**config.mk**
```make
export PLATFORM = sky130hd
export DESIGN_NAME = uart_axi_lite_slave
export DESIGN_NICKNAME = d
export VERILOG_FILES = /design/src/rtl/axi4_lite_pkg.sv /design/src/rtl/uart_axi_lite_slave.sv
export SDC_FILE = /design/constraint.sdc
export NUM_CORES = 1
export LEC_CHECK = 0
export ABC_AREA = 0
export BUFFER_PORTS_ARGS = -buffer_cell sky130_fd_sc_hd__buf_2
export CAP_MARGIN = 20
export CORE_MARGIN = 1
export CORE_UTILIZATION = 32
export CTS_CLUSTER_SIZE = 20
export DETAILED_ROUTE_END_ITERATION = 12
export GPL_TIMING_DRIVEN = 0
export MAX_ROUTING_LAYER = met4
export PLACE_DENSITY = 0.77
export SYNTH_ARGS = -nofsm -noshare
export SYNTH_HDL_FRONTEND = slang
export SYNTH_SLANG_ARGS = --single-unit
```
**constraint.sdc**
```tcl
create_clock -name clk -period 1.5 [get_ports clk]
set_input_delay 0.15 -clock clk [delete_from_list [all_inputs] [get_ports clk]]
set_output_delay 0.15 -clock clk [all_outputs]
set_load 0.01 [all_outputs]
```
**src/rtl/axi4_lite_pkg.sv**
```systemverilog
// Shared AXI4-Lite types plus the UART register-index helpers used by the
// AXI4-Lite front end of the 16550 register file.
package axi4_lite_pkg;

    localparam int AXI_ADDR_WIDTH = 32;
    localparam int AXI_DATA_WIDTH = 32;
    localparam int AXI_STRB_WIDTH = AXI_DATA_WIDTH / 8;

    typedef logic [AXI_ADDR_WIDTH-1:0] axi_lite_addr_t;
    typedef logic [AXI_DATA_WIDTH-1:0] axi_lite_data_t;
    typedef logic [AXI_STRB_WIDTH-1:0] axi_lite_strb_t;
    typedef logic [2:0]                axi_lite_prot_t;
    typedef logic [1:0]                axi_lite_resp_t;

    // Legacy response enum; int-sized, so ports use the 2-bit constants below.
    typedef enum {
        AXI_RESP_OKAY   = 0,
        AXI_RESP_EXOKAY = 1,
        AXI_RESP_SLVERR = 2,
        AXI_RESP_DECERR = 3
    } axi_lite_resp_enum;

    localparam axi_lite_resp_t RESP_OKAY   = 2'b00;
    localparam axi_lite_resp_t RESP_DECERR = 2'b11;

    // UART registers are byte wide and sit on a 4-byte stride.
    localparam int UART_REG_IDX_WIDTH  = 3;
    localparam int UART_REG_STRIDE_LSB = 2;

    typedef logic [UART_REG_IDX_WIDTH-1:0] uart_reg_idx_t;

    // Register index carried by an AXI byte address.
    function automatic uart_reg_idx_t uart_reg_index(input axi_lite_addr_t addr);
        return addr[UART_REG_STRIDE_LSB +: UART_REG_IDX_WIDTH];
    endfunction

endpackage

```
**src/rtl/uart_axi_lite_slave.sv**
```systemverilog
// AXI4-Lite slave front end for the 16550 UART register file. Independent
// write and read FSMs share a single-strobe register bus; reads win ties.
module uart_axi_lite_slave
    import axi4_lite_pkg::*;
#(
    parameter axi_lite_addr_t BASE_ADDR   = 32'h0000_0000,
    parameter int             WINDOW_BITS = 12
) (
    input  logic           clk,
    input  logic           rst,
    // write address channel
    input  axi_lite_addr_t s_awaddr,
    input  axi_lite_prot_t s_awprot,
    input  logic           s_awvalid,
    output logic           s_awready,
    // write data channel
    input  axi_lite_data_t s_wdata,
    input  axi_lite_strb_t s_wstrb,
    input  logic           s_wvalid,
    output logic           s_wready,
    // write response channel
    output axi_lite_resp_t s_bresp,
    output logic           s_bvalid,
    input  logic           s_bready,
    // read address channel
    input  axi_lite_addr_t s_araddr,
    input  axi_lite_prot_t s_arprot,
    input  logic           s_arvalid,
    output logic           s_arready,
    // read data channel
    output axi_lite_data_t s_rdata,
    output axi_lite_resp_t s_rresp,
    output logic           s_rvalid,
    input  logic           s_rready,
    // register bus
    output uart_reg_idx_t  reg_addr,
    output logic           reg_wr,
    output logic [7:0]     reg_wdata,
    output logic           reg_rd,
    input  logic [7:0]     reg_rdata
);

    localparam logic [1:0] W_IDLE = 2'd0;
    localparam logic [1:0] W_PEND = 2'd1;
    localparam logic [1:0] W_RESP = 2'd2;

    localparam logic [1:0] R_IDLE = 2'd0;
    localparam logic [1:0] R_PEND = 2'd1;
    localparam logic [1:0] R_CAP  = 2'd2;
    localparam logic [1:0] R_RESP = 2'd3;

    // Byte offsets inside the window; only the low 32 bytes hold registers.
    localparam axi_lite_addr_t WINDOW_MASK =
        (axi_lite_addr_t'(1) << WINDOW_BITS) - axi_lite_addr_t'(1);
    localparam axi_lite_addr_t HIGH_MASK = ~WINDOW_MASK;
    localparam axi_lite_addr_t MID_MASK  = WINDOW_MASK & ~axi_lite_addr_t'(32'h1F);

    // Hit when the window base matches and the offset lands in the register block.
    function automatic logic addr_hit(input axi_lite_addr_t addr);
        return (((addr ^ BASE_ADDR) & HIGH_MASK) == '0) && ((addr & MID_MASK) == '0);
    endfunction

    logic [1:0]    w_state;
    logic          aw_held;
    logic          w_held;
    uart_reg_idx_t aw_idx;
    logic          aw_hit;
    logic [7:0]    wdata_q;
    logic          wstrb0_q;

    logic [1:0]    r_state;
    uart_reg_idx_t ar_idx;
    logic          ar_hit;

    logic aw_hs;
    logic w_hs;
    logic ar_hs;
    logic wr_need;
    logic rd_need;
    logic wr_grant;
    logic rd_grant;

    // Protection bits, upper data lanes and upper strobes carry nothing for byte registers.
    logic unused_inputs;
    assign unused_inputs = ^{s_awprot, s_arprot, s_wdata[AXI_DATA_WIDTH-1:8],
                             s_wstrb[AXI_STRB_WIDTH-1:1]};

    // Handshake outputs are forced low while reset is held so nothing is accepted.
    assign s_awready = !rst && (w_state == W_IDLE) && !aw_held;
    assign s_wready  = !rst && (w_state == W_IDLE) && !w_held;
    assign s_bvalid  = !rst && (w_state == W_RESP);
    assign s_arready = !rst && (r_state == R_IDLE);
    assign s_rvalid  = !rst && (r_state == R_RESP);

    assign aw_hs = s_awvalid && s_awready;
    assign w_hs  = s_wvalid  && s_wready;
    assign ar_hs = s_arvalid && s_arready;

    // Only decoded hits touch the register bus; a write also needs byte lane 0.
    assign rd_need  = (r_state == R_PEND) && ar_hit;
    assign wr_need  = (w_state == W_PEND) && aw_hit && wstrb0_q;
    assign rd_grant = rd_need && !rst;
    assign wr_grant = wr_need && !rd_need && !rst;

    // Drive the register bus from whichever channel holds the grant.
    always_comb begin
        reg_rd    = rd_grant;
        reg_wr    = wr_grant;
        reg_addr  = '0;
        reg_wdata = '0;
        if (rd_grant) begin
            reg_addr = ar_idx;
        end else if (wr_grant) begin
            reg_addr  = aw_idx;
            reg_wdata = wdata_q;
        end
    end

    // Latch decoded write address and write byte at their handshakes.
    always_ff @(posedge clk) begin
        if (aw_hs) begin
            aw_idx <= uart_reg_index(s_awaddr);
            aw_hit <= addr_hit(s_awaddr);
        end
        if (w_hs) begin
            wdata_q  <= s_wdata[7:0];
            wstrb0_q <= s_wstrb[0];
        end
    end

    // Write FSM: collect AW and W in any order, issue the strobe, hold B until taken.
    always_ff @(posedge clk) begin
        if (rst) begin
            w_state <= W_IDLE;
            aw_held <= 1'b0;
            w_held  <= 1'b0;
            s_bresp <= RESP_OKAY;
        end else begin
            case (w_state)
                W_IDLE: begin
                    if (aw_hs) aw_held <= 1'b1;
                    if (w_hs)  w_held  <= 1'b1;
                    if ((aw_held || aw_hs) && (w_held || w_hs)) begin
                        w_state <= W_PEND;
                        aw_held <= 1'b0;
                        w_held  <= 1'b0;
                    end
                end
                W_PEND: begin
                    // Wait only while a strobe is owed and the read holds the bus.
                    if (!wr_need || wr_grant) begin
                        w_state <= W_RESP;
                        s_bresp <= aw_hit ? RESP_OKAY : RESP_DECERR;
                    end
                end
                W_RESP: begin
                    if (s_bready) w_state <= W_IDLE;
                end
                default: w_state <= W_IDLE;
            endcase
        end
    end

    // Latch decoded read address at the AR handshake.
    always_ff @(posedge clk) begin
        if (ar_hs) begin
            ar_idx <= uart_reg_index(s_araddr);
            ar_hit <= addr_hit(s_araddr);
        end
    end

    // Read FSM: strobe, capture the byte a cycle later, hold R until taken.
    always_ff @(posedge clk) begin
        if (rst) begin
            r_state <= R_IDLE;
            s_rdata <= '0;
            s_rresp <= RESP_OKAY;
        end else begin
            case (r_state)
                R_IDLE: begin
                    if (ar_hs) r_state <= R_PEND;
                end
                R_PEND: begin
                    // A hit always owns the bus here because reads take priority.
                    if (ar_hit) begin
                        r_state <= R_CAP;
                    end else begin
                        s_rdata <= '0;
                        s_rresp <= RESP_DECERR;
                        r_state <= R_RESP;
                    end
                end
                R_CAP: begin
                    s_rdata <= {{(AXI_DATA_WIDTH-8){1'b0}}, reg_rdata};
                    s_rresp <= RESP_OKAY;
                    r_state <= R_RESP;
                end
                R_RESP: begin
                    if (s_rready) r_state <= R_IDLE;
                end
                default: r_state <= R_IDLE;
            endcase
        end
    end

endmodule

```
==> results of run 1 <==
[cell families (layout without fill, tap and decap cells)]
kind of cell    after synthesis  in the layout  share of synthesized area, %
compound gates               34             34                          12.5
simple gates                 64             64                          22.0
flops                        33             33                          48.3
other cells                   1             24                         0.218
fa+ha+maj                     5              5                          3.64
buf+inv                      33            162                          13.3
[layer usage]
| metal | GRT usage, % | routed length (um) | vias up |
|---|---|---|---|
| met5 | - | 0 | - |
| met4 | 5.56 | 48 | 0 |
| met3 | 2.91 | 325 | 4 |
| met2 | 26.2 | 2180 | 88 |
| met1 | 14.5 | 1570 | 748 |
| li1 | - | - | 864 |
[cells in the final DEF (no fill, tap or decap), types with 2 or more instances in the layout]
| master | instances |
|---|---|
| buf_2 | 104 |
| o21a_1 | 2 |
| inv_1 | 2 |
| nand3_1 | 2 |
| nor2_1 | 5 |
| and2_4 | 9 |
| edfxtp_1 | 17 |
| clkbuf_1 | 2 |
| nand4_1 | 2 |
| ha_4 | 2 |
| nor3_1 | 4 |
| dfxtp_1 | 12 |
| buf_6 | 13 |
| or2b_1 | 2 |
| clkbuf_8 | 6 |
| a21oi_1 | 13 |
| ha_1 | 3 |
| a22o_1 | 2 |
| dfxtp_4 | 2 |
| buf_4 | 33 |
| conb_1 | 24 |
| nand2_1 | 8 |
| and2_1 | 2 |
| nor4_1 | 13 |
| o21ai_0 | 9 |
| dfxtp_2 | 2 |
| nand2b_1 | 5 |
[through the flow]
step           setup WS, ns  instance area (um2)  util, %  setup TNS [ns]
2_1_floorplan        0.0155                 1820        -               0
3_3_place_gp         -0.191                 2470     48.0           -1.91
3_5_place_dp         -0.203                 2470     48.0           -2.03
4_1_cts              -0.257                 2650     51.6           -2.91
5_1_grt              -0.321                 2790     54.2           -3.55
6_report             -0.224                 2790     54.2           -2.28
[report_power, final]
| part | internal, mW | switching [mW] | total, mW |
|---|---|---|---|
| clock network | 0.374 | 0.295 | 0.668 |
| registers | 1.08 | 0.0722 | 1.15 |
| logic | 0.552 | 0.520 | 1.07 |
[repair_timing]
action,in CTS,in global routing
buffers inserted,5,3
cloned,1,0
gates resized for setup,13,30
pin swaps,11,4
endpoints found under the setup margin,13,31
[registers in the layout, summed over array words and instances, names as in the netlist]
register and cells:
s_bresp 1, ar_hit 1, w_held 1, r_state 2
w_state 2, ar_idx 3, s_rresp 1, s_rdata 8
aw_held 1, aw_idx 3, wstrb0_q 1, aw_hit 1
wdata_q 8
[cell usage after synthesis]
cell type  count
nor3b_1        1
nand4_1        2
and3b_1        1
a311oi_1       1
dfxtp_1       16
buf_2          2
nor4_1        14
nor3_1         4
ha_1           5
a21oi_1       13
o21ai_0        9
conb_1         1
nand3_1        2
buf_4         27
nor2b_4        1
nand2_1        8
o221ai_1       1
a31oi_1        1
nor2b_1        2
o32ai_1        1
or2_2          1
and2_1        11
nor2_1         6
o22a_1         1
o21a_1         2
clkbuf_2       1
edfxtp_1      17
and2_2         1
inv_1          3
nand4b_1       1
and3_1         1
a21boi_2       1
or2b_1         2
nor3_2         1
a22o_1         2
a22o_2         1
o21ba_2        1
nand2b_1       5
[worst paths after layout]
kind / start / endpoint / depth (start not counted)
setup / recovery: r_state[1] / reg_addr[0] / 7
hold / removal: s_wstrb[0] / wstrb0_q / 1
setup reg to reg: r_state[0] / s_rresp[0] / 5
hold reg to reg: s_rdata[2] / s_rdata[2] / 2
[area by class of cell]
| cell class | count | area, um2 | share of cell area (%) |
|---|---|---|---|
| tap | 70 | 87.6 | 3.14 |
| sequential | 33 | 841 | 30.2 |
| timing repair buffer | 121 | 698 | 25.1 |
| inverter | 3 | 11.3 | 0.404 |
| buffer | 30 | 231 | 8.31 |
| clock buffer | 8 | 90.1 | 3.23 |
| multi-input combinational | 127 | 827 | 29.7 |
==> impl_metrics.env, run 1 <==
export IMPL_yosysSeqAreaShare_pct=48.3
export IMPL_cp_start_kind="flip-flop"
export IMPL_cts_tree="built"
export IMPL_antenna_cells=0
export IMPL_dpl_cell_count=376
export IMPL_crit_slowest_cell="dfxtp_2"
export IMPL_area_growth_pct=62.0
export IMPL_clock_sinks=33
export IMPL_syn_inst=170
export IMPL_synth_top_cell_by_area="edfxtp_1"
export IMPL_core_rowCount=26
export IMPL_yosysUniqueCellTypes=38
export IMPL_synth_area_mm2=0.00172
export IMPL_via_count=1704
export IMPL_maxCapViolCount=0
export IMPL_grt_ovfl_total=0
export IMPL_ir_drop_v=0.000563
export IMPL_drive_above_1_share_pct=56.8
export IMPL_p_leak_nw=1.34
export IMPL_start_util_pct=33.5
export IMPL_status="complete, but fails checks"
export IMPL_worstPathCellList="inv_2, ha_4, and2_4, nor3_4, buf_4, a22o_1, buf_2"
export IMPL_setup_violations=13
export IMPL_port_buffers=113
export IMPL_place_congestion=0.779
export IMPL_clockBufferDepth=2
export IMPL_yosys_area_top_type_share_pct=29.7
export IMPL_worst_hold_path_type="in -> reg"
export IMPL_critPathMaxStageDelay_ns=0.33
export IMPL_die_area_mm2=0.00567
export IMPL_grt_max_degree=11
export IMPL_worstPathArrival_ns=1.57
export IMPL_grt_pass1_vias=1430
export IMPL_ys_top_cells_by_area="edfxtp_1 30%, dfxtp_1 19%, buf_4 12%"
export IMPL_htree_levels=2
export IMPL_ioPinCount=175
export IMPL_drtAntennaViolNets=0
export IMPL_dpl_hpwl_mm=3.28
export IMPL_drt_wl_total_mm=4.13
export IMPL_wl_per_cell_um=10.5
export IMPL_n_fill_cell=455
export IMPL_crit_buf_inv=3
export IMPL_antenna_found_initial=0
export IMPL_path_class="reg -> out"
export IMPL_synth_area_per_cell_um2=10.1
export IMPL_grt_pass1_wl_mm=5.83
export IMPL_cp_data_required_time_ns=1.35
export IMPL_holdWs_ns=0.0423
export IMPL_ctsHoldBuffers=0
export IMPL_cp_end_kind="primary output"
export IMPL_ys_warn_count=0
export IMPL_path_delay_family="simple AND/OR/NAND/NOR gates"
export IMPL_drt_iter0_markers=29
export IMPL_synth_seq_cells=33
export IMPL_cp_max_fo=3
export IMPL_layout_cells_non_filler=392
export IMPL_p_per_area_mw_per_mm2=1040
export IMPL_cts_root_buf="clkbuf_8"
export IMPL_numCtsBuffers=5
export IMPL_timing_final_crit_share_pct=115
export IMPL_fin_ws_ns=-0.224
export IMPL_fin_nets=447
export IMPL_rsz0062_at_grt="true"
export IMPL_via_per_inst=4.35
export IMPL_drc_errors=0
export IMPL_fin_skew_ns=0.00472
export IMPL_fmax_mhz=580
export IMPL_fp_dieW_um=75.3
export IMPL_track_usage_pct=14.1
export IMPL_final_hold_viol_count=0
export IMPL_die_y_um=75.3
export IMPL_r2r_slack_ns=0.04
export IMPL_dr_pass1_iters=4
export IMPL_failed_checks="negative setup slack"
export IMPL_p_total_mw=2.89
export IMPL_coreArea_mm2=0.00514
export IMPL_final_max_slew_violation_count=0
export IMPL_fin_crit_ns=1.72
export IMPL_clock_latency_ns=0.28
export IMPL_clk_pin_slew_ns=0.06
Note: power is estimated with default switching activity, not from simulation.
==> run 2: changes to the inputs <==
--- a/config.mk
+++ b/config.mk
@@ -9,12 +9,13 @@
 export BUFFER_PORTS_ARGS = -buffer_cell sky130_fd_sc_hd__buf_2
 export CAP_MARGIN = 20
 export CORE_MARGIN = 1
-export CORE_UTILIZATION = 32
+export CORE_UTILIZATION = 33
+export CTS_BUF_LIST = sky130_fd_sc_hd__clkbuf_8
 export CTS_CLUSTER_SIZE = 20
 export DETAILED_ROUTE_END_ITERATION = 12
 export GPL_TIMING_DRIVEN = 0
 export MAX_ROUTING_LAYER = met4
-export PLACE_DENSITY = 0.77
+export PLACE_DENSITY = 0.79
 export SYNTH_ARGS = -nofsm -noshare
 export SYNTH_HDL_FRONTEND = slang
 export SYNTH_SLANG_ARGS = --single-unit
==> run 2 against run 1 <==
  * The run still ends with negative setup slack left
  * Hold slack better by 0.0013 ns
  * Register-to-register slack barely moved
  * Cell area is 0.63% lower
  * Critical endpoint is now reg_addr[2]
  * Largest cell class unchanged
==> impl_metrics.env, run 2 (synthesized netlist as in run 1, its figures left out) <==
export IMPL_status="complete, but fails checks"
export IMPL_failed_checks="negative setup slack"
export IMPL_dpl_hpwl_mm=3.53
export IMPL_largestRegisters="s_rdata (8), wdata_q (8)"
export IMPL_ioPinCount=175
export IMPL_timing_final_crit_share_pct=117
export IMPL_ctsHoldBuffers=0
export IMPL_pre_cts_ws_ns=-0.235
export IMPL_antenna_cells=0
export IMPL_p_per_area_mw_per_mm2=1080
export IMPL_drt_iter0_markers=36
export IMPL_clk_pin_slew_ns=0.06
export IMPL_fin_ws_ns=-0.250
export IMPL_drt_wl_total_mm=4.51
export IMPL_ir_drop_v=0.000531
export IMPL_cp_end_kind="primary output"
export IMPL_timing_rr_end="s_rdata[5]"
export IMPL_final_hold_viol_count=0
export IMPL_dr_pass1_iters=4
export IMPL_register_area_um2=841
export IMPL_drc_errors=0
export IMPL_fin_crit_ns=1.75
export IMPL_path_class="reg -> out"
export IMPL_worstHoldStart="s_araddr[3]"
export IMPL_worstPathArrival_ns=1.60
export IMPL_clock_latency_ns=0.28
export IMPL_cp_start_kind="flip-flop"
export IMPL_grt_max_degree=11
export IMPL_cp_data_required_time_ns=1.35
export IMPL_drive_above_1_share_pct=55.9
export IMPL_final_max_slew_violation_count=0
export IMPL_min_to="ar_idx[1]"
export IMPL_dpl_cell_area_mm2=0.00246
export IMPL_grt_pass1_vias=1522
export IMPL_cp_max_fo=5
export IMPL_fp_dieW_um=74.2
export IMPL_via_per_inst=4.47
export IMPL_cts_root_buf="clkbuf_8"
export IMPL_maxCapViolCount=0
export IMPL_grt_pass1_wl_mm=6.41
export IMPL_p_total_mw=3.00
export IMPL_place_congestion=0.778
export IMPL_r2r_slack_ns=0.05
export IMPL_worst_hold_path_type="in -> reg"
export IMPL_mostFrequentLayoutCells="106 x buf_2, 33 x buf_4, 24 x conb_1, 17 x edfxtp_1"
export IMPL_cts_tree="built"
export IMPL_coreArea_mm2=0.00488
export IMPL_n_fill_cell=454
export IMPL_drtAntennaViolNets=0
export IMPL_numCtsBuffers=5
export IMPL_worstRegToRegCells=8
export IMPL_start_util_pct=35.3
export IMPL_die_y_um=74.2
export IMPL_layout_commonest_cell="buf_2"
export IMPL_utilization_pct=56.7
export IMPL_p_leak_nw=1.34
export IMPL_clockBufferDepth=2
export IMPL_tns_ns=-2.62
export IMPL_via_count=1739
export IMPL_fin_nets=447
export IMPL_track_usage_pct=16.1
export IMPL_hold_depth=1
export IMPL_multiInputGateArea_um2=810
export IMPL_antenna_found_initial=0
export IMPL_fin_skew_ns=0.00152
export IMPL_fmax_mhz=571
export IMPL_wl_per_cell_um=11.6
export IMPL_htree_levels=2
export IMPL_rsz0062_at_grt="true"
export IMPL_core_rowCount=25
export IMPL_die_area_mm2=0.00551
export IMPL_final_area_mm2=0.00277
export IMPL_area_growth_pct=60.9
export IMPL_setup_violations=13
export IMPL_r2r_start="r_state[1]"
export IMPL_grt_ovfl_total=0
export IMPL_clock_sinks=33
export IMPL_port_buffers=113
==> run 2: changes by cell type in the layout (fill, tap and decap cells not counted), sizes merged <==
| cell | change |
|---|---|
| clkbuf | -3 |
| clkinv | +1 |
| bufinv | +1 |
| inv | +1 |
==> run 2: area by class of cell <==
type	instances	area share [%]
Sequential cell	33	30.4
Multi-Input combinational cell	127	29.2
Timing Repair Buffer	121	24.8
Buffer	30	8.36
Tap cell	67	3.03
Clock buffer	5	2.49
Clock inverter	3	1.36
Inverter	3	0.407
==> run 2: report_power, final <==
part	internal, mW	switching (mW)
Sequential	1.08	0.0747
Clock	0.483	0.306
Combinational	0.531	0.521
Total	2.10	0.901
==> run 2: worst max path at each step <==
stage               startpoint            to  slack (ns)  depth (start not counted)
floorplan           r_state[1]   reg_addr[0]        0.02                          6
global placement    r_state[1]   reg_addr[0]       -0.21                          7
detailed placement  r_state[1]   reg_addr[0]       -0.23                          7
CTS                 r_state[1]  reg_wdata[3]       -0.27                          7
global route        w_state[1]   reg_addr[0]       -0.34                          5
finish              w_state[1]   reg_addr[2]       -0.25                          5
==> run 2: stage by stage <==
stage                     hold slack, ns  std cells
after floorplan                    0.249        193
after global placement             0.327        373
after detailed placement           0.328        373
after CTS                         0.0316        387
after global routing              0.0284        389
final                             0.0436        389
==> run 2: metal layers <==
layer / track usage (%) / vias up / routed length [um]
met4: 4.49 / 0 / 32
met3: 4.34 / 4 / 329
li1: - / 866 / -
met1: 17.3 / 772 / 1730
met2: 28.9 / 97 / 2410
met5: - / - / 0
==> run 2: worst max-delay path: stages (launching register included) <==
cell and delay (ns):
dfxtp_4 0.36, nand4b_1 0.25, nor3_4 0.30, buf_4 0.17, a22o_1 0.12, buf_2 0.13
==> run 2: timing repair <==
item / 4_1_cts / 5_1_grt
buffers inserted: 5 / 2
gates cloned: 1 / 0
resized for setup: 19 / 21
pin swaps: 11 / 4
endpoints found under the setup margin: 14 / 33
